==> src/rtl/ledger_arb_pkg.sv <==
// Shared defaults and the lock-state encoding for the two-port ledger arbiter.
package ledger_arb_pkg;

    localparam int ADDR_W_DEF       = 4;
    localparam int DATA_W_DEF       = 16;
    localparam int LOCK_TIMEOUT_DEF = 255;

    typedef enum logic [1:0] {
        IDLE  = 2'd0,
        LOCK0 = 2'd1,
        LOCK1 = 2'd2
    } arb_state_t;

    function automatic arb_state_t lock_state(input logic port);
        return port ? LOCK1 : LOCK0;
    endfunction

endpackage

==> src/rtl/rr_pick2.sv <==
// Two-way round-robin pick: prio names the port that wins a tie.
module rr_pick2 (
    input  logic [1:0] valid,
    input  logic       prio,
    output logic [1:0] grant
);

    always_comb begin
        // NOTE: default first so every path assigns grant and no latch is inferred.
        grant = 2'b00;
        if (valid[0] && valid[1]) begin
            grant = prio ? 2'b10 : 2'b01;
        end else begin
            grant = valid;
        end
    end

endmodule

==> src/rtl/ledger_arbiter.sv <==
// Two-port arbiter in front of a single-port account ledger, with lockable grants.
// Define LEDGER_ARB_TIMEOUT_EN to add the idle-lock timeout and lock_abort pulse.
module ledger_arbiter
    import ledger_arb_pkg::*;
#(
    parameter int ADDR_W       = ADDR_W_DEF,
    parameter int DATA_W       = DATA_W_DEF,
    parameter int LOCK_TIMEOUT = LOCK_TIMEOUT_DEF
) (
    input  logic              clk,
    input  logic              rst_n,
    input  logic              req0_valid,
    input  logic              req0_we,
    input  logic [ADDR_W-1:0] req0_addr,
    input  logic [DATA_W-1:0] req0_wdata,
    input  logic              req0_lock,
    output logic              req0_ready,
    output logic              req0_rvalid,
    output logic [DATA_W-1:0] req0_rdata,
    input  logic              req1_valid,
    input  logic              req1_we,
    input  logic [ADDR_W-1:0] req1_addr,
    input  logic [DATA_W-1:0] req1_wdata,
    input  logic              req1_lock,
    output logic              req1_ready,
    output logic              req1_rvalid,
    output logic [DATA_W-1:0] req1_rdata,
    output logic              mem_en,
    output logic              mem_we,
    output logic [ADDR_W-1:0] mem_addr,
    output logic [DATA_W-1:0] mem_wdata,
    input  logic [DATA_W-1:0] mem_rdata,
    output logic              lock_abort
);

    arb_state_t        state;
    logic              prio;
    logic [1:0]        valid;
    logic [1:0]        pick;
    logic [1:0]        grant;
    logic [1:0]        ready;
    logic              accept;
    logic              sel;
    logic              sel_we;
    logic              sel_lock;
    logic [ADDR_W-1:0] sel_addr;
    logic [DATA_W-1:0] sel_wdata;
    logic              tag1_v, tag1_o;
    logic              tag2_v, tag2_o;
    logic [DATA_W-1:0] rdata0_q, rdata1_q;
    logic              timeout;

    assign valid = {req1_valid, req0_valid};

    rr_pick2 u_pick (
        .valid (valid),
        .prio  (prio),
        .grant (pick)
    );

    // A held lock shuts the other port out entirely.
    always_comb begin
        grant = 2'b00;
        case (state)
            IDLE:    grant = pick;
            LOCK0:   grant[0] = valid[0];
            LOCK1:   grant[1] = valid[1];
            default: grant = 2'b00;
        endcase
    end

    assign ready      = grant & {2{rst_n}};
    assign req0_ready = ready[0];
    assign req1_ready = ready[1];

    assign accept    = |ready;
    assign sel       = ready[1];
    assign sel_we    = sel ? req1_we    : req0_we;
    assign sel_lock  = sel ? req1_lock  : req0_lock;
    assign sel_addr  = sel ? req1_addr  : req0_addr;
    assign sel_wdata = sel ? req1_wdata : req0_wdata;

`ifdef LEDGER_ARB_TIMEOUT_EN
    localparam int CNT_W = $clog2(LOCK_TIMEOUT + 1);
    logic [CNT_W-1:0] idle_cnt;

    // Fires on the LOCK_TIMEOUT-th consecutive locked cycle without an owner beat.
    assign timeout = (state != IDLE) && !accept && (idle_cnt == CNT_W'(LOCK_TIMEOUT - 1));

    always_ff @(posedge clk or negedge rst_n) begin
        if (!rst_n) begin
            idle_cnt <= '0;
        end else if (state == IDLE || accept || timeout) begin
            idle_cnt <= '0;
        end else begin
            idle_cnt <= idle_cnt + CNT_W'(1);
        end
    end
`else
    assign timeout = 1'b0;
`endif

    assign lock_abort = timeout;

    always_ff @(posedge clk or negedge rst_n) begin
        if (!rst_n) begin
            state <= IDLE;
            prio  <= 1'b0;
        end else if (accept) begin
            // NOTE: non-blocking so every register samples pre-edge values.
            prio  <= ~sel;
            state <= sel_lock ? lock_state(sel) : IDLE;
        end else if (timeout) begin
            state <= IDLE;
        end
    end

    always_ff @(posedge clk or negedge rst_n) begin
        if (!rst_n) begin
            mem_en    <= 1'b0;
            mem_we    <= 1'b0;
            mem_addr  <= '0;
            mem_wdata <= '0;
            tag1_v    <= 1'b0;
            tag1_o    <= 1'b0;
            tag2_v    <= 1'b0;
            tag2_o    <= 1'b0;
            // NOTE: the ledger array is external; only the read-hold registers here are reset.
            rdata0_q  <= '0;
            rdata1_q  <= '0;
        end else begin
            mem_en    <= accept;
            mem_we    <= accept & sel_we;
            mem_addr  <= accept ? sel_addr : '0;
            mem_wdata <= (accept && sel_we) ? sel_wdata : '0;
            tag1_v    <= accept & ~sel_we;
            tag1_o    <= sel;
            tag2_v    <= tag1_v;
            tag2_o    <= tag1_o;
            if (req0_rvalid) rdata0_q <= mem_rdata;
            if (req1_rvalid) rdata1_q <= mem_rdata;
        end
    end

    // Read data lands on the port in the same cycle the ledger returns it.
    assign req0_rvalid = tag2_v & ~tag2_o;
    assign req1_rvalid = tag2_v & tag2_o;
    assign req0_rdata  = req0_rvalid ? mem_rdata : rdata0_q;
    assign req1_rdata  = req1_rvalid ? mem_rdata : rdata1_q;

endmodule

==> config.mk <==
export PLATFORM = sky130hd
export DESIGN_NAME = ledger_arbiter
export DESIGN_NICKNAME = d
export VERILOG_FILES = /design/src/rtl/ledger_arb_pkg.sv /design/src/rtl/rr_pick2.sv /design/src/rtl/ledger_arbiter.sv
export SDC_FILE = /design/constraint.sdc
export NUM_CORES = 1
export LEC_CHECK = 0
export CORE_ASPECT_RATIO = 1.1
export CORE_UTILIZATION = 34
export DETAILED_ROUTE_END_ITERATION = 12
export GPL_ROUTABILITY_DRIVEN = 0
export PLACE_DENSITY_LB_ADDON = 0.1
export SYNTH_ARGS = -nofsm -noshare
export SYNTH_HDL_FRONTEND = slang
export SYNTH_HIERARCHICAL = 1
export SYNTH_SLANG_ARGS = --single-unit
==> constraint.sdc <==
create_clock -name clk -period 1.5 [get_ports clk]
set_clock_uncertainty 0.05 [all_clocks]
set_input_delay 0.3 -clock clk [delete_from_list [all_inputs] [get_ports clk]]
set_output_delay 0.3 -clock clk [all_outputs]
set_load 0.02 [all_outputs]
==> out/qor.yml <==
hold_path_class: "input port to async pin"
syn-num-nets: 257
max-cap-violations: 0
slowest_stage: "dfrtp_1"
peakVddDrop_mv: 0.736
synth-edff-count: 0
cts_sinks: 61
synth_top_flop_cell: "dfrtp_1"
place_area_sq_um: 3930
fin_cells: 440
worstMarginPinSlew_ns: 0.634
clk_latency_ns: 0.33
initialDrtViolationCount: 55
stdcell_area_sq_um: 4610
grt_usage_pct: 18.7
core-area_sq_um: 7170
port_buffers: 121
ys_warn_count: 6
io_pins: 123
setup_tns_ns: -14.88
rsz0062_at_grt: "true"
die_w_um: 84.9
grt-ovfl-total: 0
cp_max_fo: 5
worst_hold_slack_ns: 0.0145
critPathBufInv: 2
cts.reportedPaths.clkPinSlew_ns: 0.07
worstSetupStartpoint: "tag2_o"
syn-cell-area_sq_um: 2570
final_nets: 414
leakagePower_nw: 2.24
seq_area_frac_synth_pct: 59.5
totalWireLength_mm: 7.01
dieHeight_um: 93.1
num_rows: 32
final_antenna_net_count: 0
dieArea_sq_um: 7900
layout-drive-gt1-share_pct: 40.3
synth_top_area_share_pct: 59.5
crit_chain: "nor2b_4 -> buf_6 -> mux2_4 -> buf_6"
cp.arrival_ns: 1.55
synth.largest_area_cell: "dfrtp_1"
synth_common_cells: "dfrtp_1, mux2_2, mux2i_1, nand2_1, nand4_1"
violations: "DRC, setup timing"
cts_buffers: 9
utilization_pct: 64.4
register_area_sq_um: 1530
cts_tree: "yes"
dp_slack_ns: -0.829
grt_pass1_vias: 2257
async_flop_share_pct: 100
crit_family: "flip-flops"
fin_ws_ns: -0.404
drc: 7
relSlewSlack_pct: 57.7
setup_viol: 59
syn_to_final_growth_pct: 79.6
fmax_ghz: 0.525
wl_per_cell_um: 15.9
synth_seq_cells: 61
clockBufferDepth: 2
drv_slew: 0
initial_utilization_pct: 35.8
synthTopCellsByArea: "dfrtp_1, mux2_2, mux2i_1"
grt_pass1_wl_mm: 11.3
fin_crit_sh_pct: 127
cpPeakStageDelay_ns: 0.42
worstPathRequired_ns: 1.15
antenna_found_initial: 0
netlist_instances: 193
hpwl_mm: 4.68
viasPerCell: 4.78
num_vias: 2101
crit_path_end_kind: "output pin"
multi_input_area_sq_um: 1110
powerDensity_nw_per_um2: 1650
hold_viol_final: 0
path_depth: 4
status: "complete, but fails checks"
fill_cells: 574
grt_max_degree: 52
regToRegStartpoint: "prio"
critPathKind: "register to output pin"
cts-root-buf: "clkbuf_8"
rr_worst_depth: 8
cts_max_level: 3
total_power_mw: 7.62
diodes: 0
min_period_ns: 1.90
cp-start-kind: "register"
firstDrtPassIters: 8
path_common_cell: "buf_6"
ys_types: 26
synth.avg_cell_area_sq_um: 13.3
yosysMostFrequentCell: "dfrtp_1"
dp.cells: 401
## power breakdown
group / total, mW / leakage (nW) / switching, mW / internal (mW)
Combinational: 3.76 / 1.37 / 1.61 / 2.15
Clock: 1.52 / 0.106 / 0.621 / 0.901
Sequential: 2.34 / 0.765 / 0.167 / 2.17
Total: 7.62 / 2.24 / 2.40 / 5.22
## worst reg2reg max path, delay by kind of cell (launching register included)
| kind | cells | cell delay, ns |
|---|---|---|
| flip-flops | 1 | 0.41 |
| AND/OR/NAND/NOR | 1 | 0.17 |
| buffers and inverters | 4 | 0.48 |
| AO/OA/AOI/OAI | 2 | 0.24 |
| multiplexers | 1 | 0.26 |
## layer usage
| metal | share of wire, % | GRT usage [%] |
|---|---|---|
| met5 | 0 | 0 |
| met4 | 1.2 | 7.20 |
| met3 | 5.4 | 4.77 |
| met2 | 51 | 32.4 |
| met1 | 42 | 22.5 |
## final cells by class
class	count	area share, %
Timing Repair Buffer	162	35.8
Tap cell	85	2.31
Sequential cell	61	33.1
Multi-Input combinational cell	113	24.0
Clock buffer	13	3.66
Clock inverter	3	0.922
Inverter	3	0.244
## what timing repair did
action / in CTS / in global routing
hold buffers: 0 / 0
pin swaps: 6 / 3
resized for setup: 279 / 33
endpoints found under the setup margin: 84 / 62
setup buffers: 17 / 8
cloned: 3 / 0
## registers in the layout, summed over array words and instances (netlist names)
register and flops:
mem_addr 4, mem_en 1, mem_wdata 16, mem_we 1, prio 1, rdata0_q 16
rdata1_q 16, state 2, tag1_o 1, tag1_v 1, tag2_o 1, tag2_v 1
## cell families after synthesis
logic type / after synthesis / synth area share, %
DFF: 61 / 59.5
AOI/OAI and AO/OA: 7 / 2.00
muxes: 56 / 23.7
buffers and inverters: 19 / 4.34
other: 1 / 0.146
and+or+nand+nor: 49 / 10.3
## layout by cell type, fill, tap and decap left out, drive strengths merged, types with 3 or more instances in the layout
cell type       n
buf            78
dfrtp          61
clkdlybuf4s50  60
mux2           39
dlygate4sd2    24
mux2i          17
nand2          17
nand4          16
clkbuf         13
and3            6
nor2            3
inv             3
a21oi           3
## final timing paths
check                                       to  slack, ns
worst max-delay path            req0_rdata[10]      -0.40
worst min-delay path              rdata1_q[10]       0.01
worst max register to register        state[0]      -0.21
worst min register to register          tag2_o       0.30
max in group asynchronous               tag2_v       0.86
min in group clk                        tag2_o       0.30
No activity file was read; power rests on OpenSTA's default activity.
